### src/rtl/game_phase_sequencer.sv
// Phase controller for the whack-a-mole game: sequences the five phase modules,
// arbitrates the shared display/LED bus and guards the timed phases with a watchdog.
module game_phase_sequencer #(
    parameter logic [31:0] WDOG_CYCLES  = 32'd3_000_000_000,
    parameter logic [31:0] BLANK_CYCLES = 32'd100_000_000
) (
    input  logic        clk,
    input  logic        rst_n,
    input  logic        abort,
    input  logic [4:0]  done_in,
    input  logic [39:0] dig_in,
    input  logic [39:0] seg1_in,
    input  logic [39:0] seg2_in,
    input  logic [7:0]  diff_led_sel,
    input  logic [7:0]  diff_led_over,
    input  logic [31:0] state_led_in,
    output logic [4:0]  phase_en,
    output logic [4:0]  phase_start,
    output logic [2:0]  phase,
    output logic [7:0]  dig_display,
    output logic [7:0]  seg_code_1,
    output logic [7:0]  seg_code_2,
    output logic [7:0]  diff_led_show,
    output logic [7:0]  state_led_show,
    output logic        timeout_err
);

    localparam logic [2:0] S_SELECT = 3'd0;
    localparam logic [2:0] S_READY  = 3'd1;
    localparam logic [2:0] S_COUNT  = 3'd2;
    localparam logic [2:0] S_PLAY   = 3'd3;
    localparam logic [2:0] S_OVER   = 3'd4;
    localparam logic [2:0] S_BLANK  = 3'd5;

    logic [2:0]  state;
    logic [2:0]  next_state;
    logic [31:0] cnt;
    logic        started;
    logic        done_ok;
    logic        timed;
    logic        wdog_fire;
    logic        blank_done;
    logic [7:0]  dig_sel;
    logic [7:0]  seg1_sel;
    logic [7:0]  seg2_sel;
    logic [7:0]  diff_sel;
    logic [7:0]  sled_sel;

    function automatic logic [4:0] phase_onehot(input logic [2:0] s);
        case (s)
            S_SELECT: phase_onehot = 5'b00001;
            S_READY:  phase_onehot = 5'b00010;
            S_COUNT:  phase_onehot = 5'b00100;
            S_PLAY:   phase_onehot = 5'b01000;
            S_OVER:   phase_onehot = 5'b10000;
            default:  phase_onehot = 5'b00000;
        endcase
    endfunction

    assign phase = state;

    // A done level counts only once the phase has had its start cycle.
    always_comb begin
        done_ok    = started && (phase_start == 5'b00000);
        timed      = (state == S_READY) || (state == S_COUNT) || (state == S_OVER);
        wdog_fire  = timed && !abort && (cnt == WDOG_CYCLES - 32'd1);
        blank_done = !abort && (cnt == BLANK_CYCLES - 32'd1);
    end

    always_comb begin
        next_state = state;
        case (state)
            S_SELECT: begin
                if (abort)                       next_state = S_BLANK;
                else if (done_ok && done_in[0])  next_state = S_READY;
            end
            S_READY: begin
                if (abort || wdog_fire)          next_state = S_BLANK;
                else if (done_ok && done_in[1])  next_state = S_COUNT;
            end
            S_COUNT: begin
                if (abort || wdog_fire)          next_state = S_BLANK;
                else if (done_ok && done_in[2])  next_state = S_PLAY;
            end
            S_PLAY: begin
                if (abort)                       next_state = S_BLANK;
                else if (done_ok && done_in[3])  next_state = S_OVER;
            end
            S_OVER: begin
                if (abort || wdog_fire)          next_state = S_BLANK;
                else if (done_ok && done_in[4])  next_state = S_BLANK;
            end
            S_BLANK: begin
                if (blank_done)                  next_state = S_SELECT;
            end
            default: next_state = S_BLANK;
        endcase
    end

    always_comb begin
        dig_sel  = '0;
        seg1_sel = '0;
        seg2_sel = '0;
        diff_sel = '0;
        sled_sel = '0;
        case (state)
            S_SELECT: begin
                dig_sel  = dig_in[7:0];
                seg1_sel = seg1_in[7:0];
                seg2_sel = seg2_in[7:0];
                diff_sel = diff_led_sel;
            end
            S_READY: begin
                dig_sel  = dig_in[15:8];
                seg1_sel = seg1_in[15:8];
                seg2_sel = seg2_in[15:8];
                diff_sel = diff_led_sel;
                sled_sel = state_led_in[7:0];
            end
            S_COUNT: begin
                dig_sel  = dig_in[23:16];
                seg1_sel = seg1_in[23:16];
                seg2_sel = seg2_in[23:16];
                diff_sel = diff_led_sel;
                sled_sel = state_led_in[15:8];
            end
            S_PLAY: begin
                dig_sel  = dig_in[31:24];
                seg1_sel = seg1_in[31:24];
                seg2_sel = seg2_in[31:24];
                diff_sel = diff_led_sel;
                sled_sel = state_led_in[23:16];
            end
            S_OVER: begin
                dig_sel  = dig_in[39:32];
                seg1_sel = seg1_in[39:32];
                seg2_sel = seg2_in[39:32];
                diff_sel = diff_led_over;
                sled_sel = state_led_in[31:24];
            end
            default: ;
        endcase
    end

    // One shared counter serves as watchdog in timed phases and blank timer in BLANK.
    always_ff @(posedge clk or negedge rst_n) begin
        if (!rst_n) begin
            state          <= S_SELECT;
            cnt            <= '0;
            started        <= 1'b0;
            phase_en       <= '0;
            phase_start    <= '0;
            timeout_err    <= 1'b0;
            dig_display    <= '0;
            seg_code_1     <= '0;
            seg_code_2     <= '0;
            diff_led_show  <= '0;
            state_led_show <= '0;
        end else begin
            started <= 1'b1;
            state   <= next_state;

            if (next_state != state)
                cnt <= '0;
            else if ((state == S_BLANK) && abort)
                cnt <= '0;
            else if ((timed || (state == S_BLANK)) && (cnt != '1))
                cnt <= cnt + 32'd1;

            phase_en <= phase_onehot(next_state);
            if ((next_state != state) || !started)
                phase_start <= phase_onehot(next_state);
            else
                phase_start <= '0;

            if ((next_state == S_SELECT) && (state != S_SELECT))
                timeout_err <= 1'b0;
            else if (wdog_fire)
                timeout_err <= 1'b1;

            dig_display    <= dig_sel;
            seg_code_1     <= seg1_sel;
            seg_code_2     <= seg2_sel;
            diff_led_show  <= diff_sel;
            state_led_show <= sled_sel;
        end
    end

endmodule

### config.mk
export PLATFORM = sky130hd
export DESIGN_NAME = game_phase_sequencer
export DESIGN_NICKNAME = d
export VERILOG_FILES = /design/src/rtl/game_phase_sequencer.sv
export SDC_FILE = /design/constraint.sdc
export NUM_CORES = 1
export LEC_CHECK = 0
export CAP_MARGIN = 30
export CORE_MARGIN = 2
export CORE_UTILIZATION = 37
export CTS_BUF_LIST = sky130_fd_sc_hd__clkbuf_16
export DETAILED_ROUTE_END_ITERATION = 12
export PLACE_DENSITY = 0.75
export SYNTH_ARGS = -nofsm -noshare
export SYNTH_HDL_FRONTEND = slang
export SYNTH_SLANG_ARGS = --single-unit
### constraint.sdc
create_clock -name clk -period 2.4 [get_ports clk]
set_clock_uncertainty 0.05 [all_clocks]
set_input_delay 0.48 -clock clk [delete_from_list [all_inputs] [get_ports clk]]
set_output_delay 0.48 -clock clk [all_outputs]
set_load 0.03 [all_outputs]
==> run summary, run 1 <==
Share of layout cells above drive strength 1 -> 0.174
Top post-synthesis cells by area -> dfrtp_1, mux2i_1, a221o_1, nor2_1, nand2_1
Fmax -> 404 MHz
Clk_lat worst skew -> 0.34 ns
Worst-margin pin slew -> 0.585 ns
Cell Count, Final, Fillers Out -> 940
Yosys Warn Count -> 0
Crit path arrival time -> 2.66 ns
VDD IR max -> 0.000246 V
CTS buffer count -> 9
DRT iter0 DRCs -> 228
DRC -> 0
Yosys reg bits -> 87
Die height -> 118 µm
Register area -> 2180 µm²
Critical R2R Launch -> cnt[15]
Worst Path Required -> 2.59 ns
Drt first pass iters -> 4
Max_cap viols -> 0
Mapped Area -> 4780 µm²
Worst hold slack -> 0.0786 ns
Area of the multi-input gates -> 2580 µm²
Layout Nets -> 942
H-tree levels -> 3
Status -> complete, but fails checks
Via Count -> 4,908
Setup CP Type -> register to register
Main combinational cell family by area after synthesis -> simple AND/OR/NAND/NOR gates
Synth top area share -> 0.455
CTS tree -> yes
Failing checks -> setup timing
Ant. Diodes -> 0
Starting Density -> 0.379
FP Rows -> 41
Synth Area in Compound Gates -> 0.160
Post-synth net total -> 661
Area leader, netlist -> dfrtp_1
Initial antenna violation count -> 0
CP Capture Type -> register
Die X -> 118 µm
Global-route wire length before repair -> 26,500 µm
Cells after DPL -> 919
IO Count -> 230
Slowest CP cell -> o41ai_4
Cell Pwr Density -> 407 nW/µm²
Largest net degree at the start of global routing -> 48
Layout area overhead -> 70.7%
Routability cong. -> 0.923
CP peak stage delay -> 0.48 ns
Hold-fix buffers, CTS -> 0
Antenna Nets Post-Route -> 0
Post-synthesis simple-gate area fraction -> 0.212
Post-Synth Adder-Cell Area -> 0.00262
Hpwl dp -> 12,900 µm
Post-route minimum period -> 2.48 ns
Vias/cell -> 5.22
Max-slew headroom at the worst pin -> 0.608
CP startpoint -> cnt[15]
Fillers -> 1,059
Die area -> 13,900 µm²
Final setup viols -> 27
Register area share after synthesis -> 0.455
Worst Path Max Fanout -> 4
PortBufs -> 229
Unrepaired setup endpoints after global routing -> yes
Post-Route WL -> 16,900 µm
CP cell instances -> nor4b_2 > nand4_2 > o41ai_4 > buf_4 > o22ai_4 > o41ai_4 > inv_2 > a311oi_2
Total power -> 3.33 mW
Number of global-route vias before repair -> 5,010
Mux share of post-synthesis cell area -> 0.0738
Top-count cell post-synth -> dfrtp_1
Clock buffer depth -> 2
Post-route clock period utilization -> 1.03
Async set-reset flop share out of synthesis -> 1.00
Netlist cell types -> 53
Post-Synth XOR/XNOR Area -> 0.0604
Gate Count Post-Synth -> 484
Synth cell count leaders -> dfrtp_1, nor2_1, nand2_1, o21ai_0, mux2i_1
Post-synth EDFFs -> 0
Reg2reg path depth -> 8
WL/cell -> 18.0 µm
Worst path most repeated cell -> o41ai_4
Syn_area_per_cell -> 9.88 µm²
Final Slew Violations -> 0
Post-route worst setup slack -> -0.0775 ns
Root Driver -> clkbuf_16
Crit path launch type -> register
Worst hold-check path type -> primary input to asynchronous set/reset pin
Clock slew at reported path FFs -> 0.06 ns
GRT Total Usage -> 0.241
Ys flop type -> dfrtp_1
Clock sinks -> 87
Final Hold Fails -> 0
Static leakage -> 3.42 nW
Gr ovfl total -> 0
Core area -> 12,600 µm²
[registers in the layout, summed over array words and instances (netlist names)]
register and cells:
cnt 32, timeout_err 1, phase_en 5, phase 3, diff_led_show 8, dig_display 8
state_led_show 8, started 1, seg_code_2 8, phase_start 5, seg_code_1 8
[cell type report]
cell class	count	share of cell area
Clock buffer	9	0.0276
Timing Repair Buffer	299	0.351
Clock inverter	5	0.00919
Tap cell	172	0.0264
Sequential cell	87	0.267
Multi-Input combinational cell	362	0.316
Inverter	6	0.00276
[kinds of logic (layout without fill, tap and decap cells)]
logic type	count (synthesis)	count (layout)
AND/OR/NAND/NOR	197	197
AO/OA/AOI/OAI	97	97
flip-flops	87	87
buffers and inverters	35	319
XOR/XNOR	33	33
multiplexers	33	33
adder cells (fa/ha/maj)	1	1
other	1	1
[worst paths after layout]
kind / endpoint / slack [ns]
max: phase_start[1] / -0.08
min: dig_display[4] / 0.08
max reg2reg: phase_start[1] / -0.08
min reg2reg: timeout_err / 0.49
max in group asynchronous: cnt[7] / 1.59
min in group clk: timeout_err / 0.49
[critical path, delay by kind of cell, from the launching register on]
kind / cells / cell delay [ns]
AOI/OAI and AO/OA: 4 / 1.10
and+or+nand+nor: 2 / 0.54
DFF: 1 / 0.39
buffers and inverters: 2 / 0.30
[stage by stage]
step | setup slack, ns | utilization | cell area (µm²) | TNS [ns]
4_1_cts | -0.0420 | 0.639 | 8060 | -0.248
6_report | -0.0775 | 0.647 | 8170 | -0.597
5_1_grt | -0.191 | 0.647 | 8170 | -5.58
3_3_place_gp | -0.551 | 0.608 | 7670 | -22.30
2_1_floorplan | 0.00165 | - | 4790 | 0
3_5_place_dp | -0.617 | 0.608 | 7670 | -24.39
[layout by cell type (no fill, tap or decap), types with 5 or more instances in the layout]
| cell | instances |
|---|---|
| mux2i_1 | 24 |
| a22o_1 | 10 |
| clkbuf_16 | 9 |
| buf_4 | 65 |
| a21oi_1 | 6 |
| o21ai_0 | 32 |
| nor3_2 | 5 |
| clkdlybuf4s50_1 | 225 |
| a22oi_1 | 9 |
| xor2_1 | 21 |
| a221o_1 | 23 |
| and3_1 | 5 |
| nand3_1 | 19 |
| nor2_2 | 8 |
| dfrtp_1 | 85 |
| xnor2_1 | 12 |
| nor2_1 | 49 |
| inv_1 | 5 |
| nand4_1 | 17 |
| mux2_2 | 8 |
| and4_1 | 5 |
| nand2_1 | 48 |
[power by group]
group / switching [mW] / internal, mW / total [mW]
Combinational: 0.116 / 0.294 / 0.410
Clock: 0.548 / 0.893 / 1.44
Sequential: 0.00407 / 1.47 / 1.48
Total: 0.668 / 2.66 / 3.33
[what timing repair did]
item / CTS / global route
endpoints found under the setup margin: 44 / 43
setup buffers: 4 / 3
gates resized for setup: 14 / 20
pin swaps: 14 / 11
[routing by layer]
metal,GRT usage,share of wire,up-vias
met4,0.0715,0.021,0
li1,-,-,2333
met5,0,0,-
met3,0.0465,0.061,29
met2,0.447,0.53,185
met1,0.280,0.39,2361
Note: power is estimated with default switching activity, not from simulation.
==> run 2, diff against run 1 <==
--- a/config.mk
+++ b/config.mk
@@ -7,10 +7,11 @@
 export LEC_CHECK = 0
 export CAP_MARGIN = 30
 export CORE_MARGIN = 2
-export CORE_UTILIZATION = 37
+export CORE_UTILIZATION = 50
 export CTS_BUF_LIST = sky130_fd_sc_hd__clkbuf_16
 export DETAILED_ROUTE_END_ITERATION = 12
-export PLACE_DENSITY = 0.75
+export DONT_BUFFER_PORTS = 1
+export PLACE_DENSITY = 0.63
 export SYNTH_ARGS = -nofsm -noshare
 export SYNTH_HDL_FRONTEND = slang
 export SYNTH_SLANG_ARGS = --single-unit
==> constraint.sdc (replaced) <==
create_clock -name clk -period 2.6 [get_ports clk]
set_clock_uncertainty 0.05 [all_clocks]
set_input_delay 0.52 -clock clk [delete_from_list [all_inputs] [get_ports clk]]
set_output_delay 0.52 -clock clk [all_outputs]
set_load 0.03 [all_outputs]
==> run summary, run 2 (synthesized netlist as in run 1, its figures left out) <==
Crit path launch type -> register
Final instance area -> 5440 µm²
Final setup TNS -> 0 ns
Initial antenna violation count -> 0
Worst hold-check path type -> primary input to asynchronous set/reset pin
Root Driver -> clkbuf_16
Commonest non-fill, non-tap cell in the layout -> dfrtp_1
Via Count -> 3,956
Cells after DPL -> 625
Post-route minimum period -> 2.48 ns
Core Util, Final -> 0.589
Final setup viols -> 0
Crit path arrival time -> 2.67 ns
Total power -> 2.61 mW
H-tree levels -> 3
Cell Count, Final, Fillers Out -> 640
Cell Pwr Density -> 479 nW/µm²
Post-CTS Setup Inserts -> 0
Layout area overhead -> 13.8%
IO Count -> 230
CP Capture Type -> register
DRC -> 0
Largest Register -> cnt
Most frequent cells in the layout -> dfrtp_1, nor2_1, nand2_1
Max-slew headroom at the worst pin -> 0.609
Max reg flops -> 32
Post-route worst setup slack -> 0.121 ns
WL/cell -> 20.8 µm
Worst hold slack -> -0.178 ns
Status -> complete, but fails checks
Post-Place Setup Slack -> 0.0664 ns
CP cell instances -> nor4bb_2 > buf_4 > nand3_1 > o41ai_4 > buf_4 > o22ai_2 > o41ai_4 > inv_2 > a311oi_1
Die X -> 102 µm
Starting Density -> 0.518
Number of global-route vias before repair -> 3,608
Clock sinks -> 87
Ant. Diodes -> 0
Final Slew Violations -> 0
Dpl cell area -> 5130 µm²
Global-route wire length before repair -> 19,200 µm
Gr ovfl total -> 0
CTS buffer count -> 9
Worst-margin pin slew -> 0.584 ns
Routability cong. -> 0.860
VDD IR max -> 0.000291 V
Setup CP Type -> register to register
Worst Path Required -> 2.79 ns
Slowest CP cell -> dfrtp_1
Failing checks -> hold timing
Post-route clock period utilization -> 0.953
Share of layout cells above drive strength 1 -> 0.170
CTS tree -> yes
Die area -> 10,400 µm²
Max_cap viols -> 0
Die height -> 102 µm
Clk_lat worst skew -> 0.34 ns
Fmax -> 403 MHz
Vias/cell -> 6.18
FP Rows -> 35
R2R Setup Slk -> 0.12 ns
GRT Total Usage -> 0.242
Clock buffer depth -> 2
DRT iter0 DRCs -> 154
Layout Nets -> 684
Largest net degree at the start of global routing -> 88
Final Hold Fails -> 87
PortBufs -> 0
Core area -> 9240 µm²
Drt first pass iters -> 5
CP peak stage delay -> 0.41 ns
Worst Path Max Fanout -> 4
Hpwl dp -> 10,100 µm
Post-Route WL -> 13,300 µm
Unrepaired setup endpoints after global routing -> yes
Clock slew at reported path FFs -> 0.06 ns
Antenna Nets Post-Route -> 0
Static leakage -> 2.33 nW
-- run 2: worst paths after layout --
path | from | to | cells after the start
setup / recovery | cnt[13] | phase_start[3] | 9
hold / removal | rst_n | state_led_show[2] | 0
setup reg to reg | cnt[13] | phase_start[3] | 9
hold reg to reg | started | phase_start[1] | 1
max in group asynchronous | rst_n | seg_code_1[7] | 0
min in group clk | state_led_in[25] | state_led_show[1] | 2
-- run 2: what timing repair did --
item                       4_1_cts  5_1_grt
setup endpoints to repair        0       34
gates resized for setup          0        7
hold endpoints to repair        87       87
-- run 2: layout make-up --
class,instances,area (µm²)
fillers,782,3800
clock buffers,9,225
well taps,129,161
clock inverters,6,45.0
inverters,6,22.5
flip-flops and latches,87,2180
multi-input cells,362,2490
repair buffers,41,320
-- run 2: layer usage --
metal | vias up | share of wire | global-route usage | routed length (µm)
li1 | 1817 | - | - | -
met1 | 1947 | 0.41 | 0.319 | 5460
met2 | 181 | 0.51 | 0.405 | 6710
met3 | 11 | 0.072 | 0.0547 | 950
met4 | 0 | 0.012 | 0.0615 | 161
met5 | - | 0 | 0 | 0
-- run 2: critical path, delay by kind of cell, from the launching register on --
kind	cells	cell delay, ns
compound gates	4	1.00
buf+inv	3	0.44
flops	1	0.41
simple gates	2	0.48
-- run 2: power breakdown --
group | internal, mW | total, mW | switching [mW] | leakage (nW)
clock network | 0.646 | 1.18 | 0.534 | 0.124
logic | 0.0355 | 0.0647 | 0.0291 | 1.01
registers | 1.36 | 1.36 | 0.00528 | 1.20
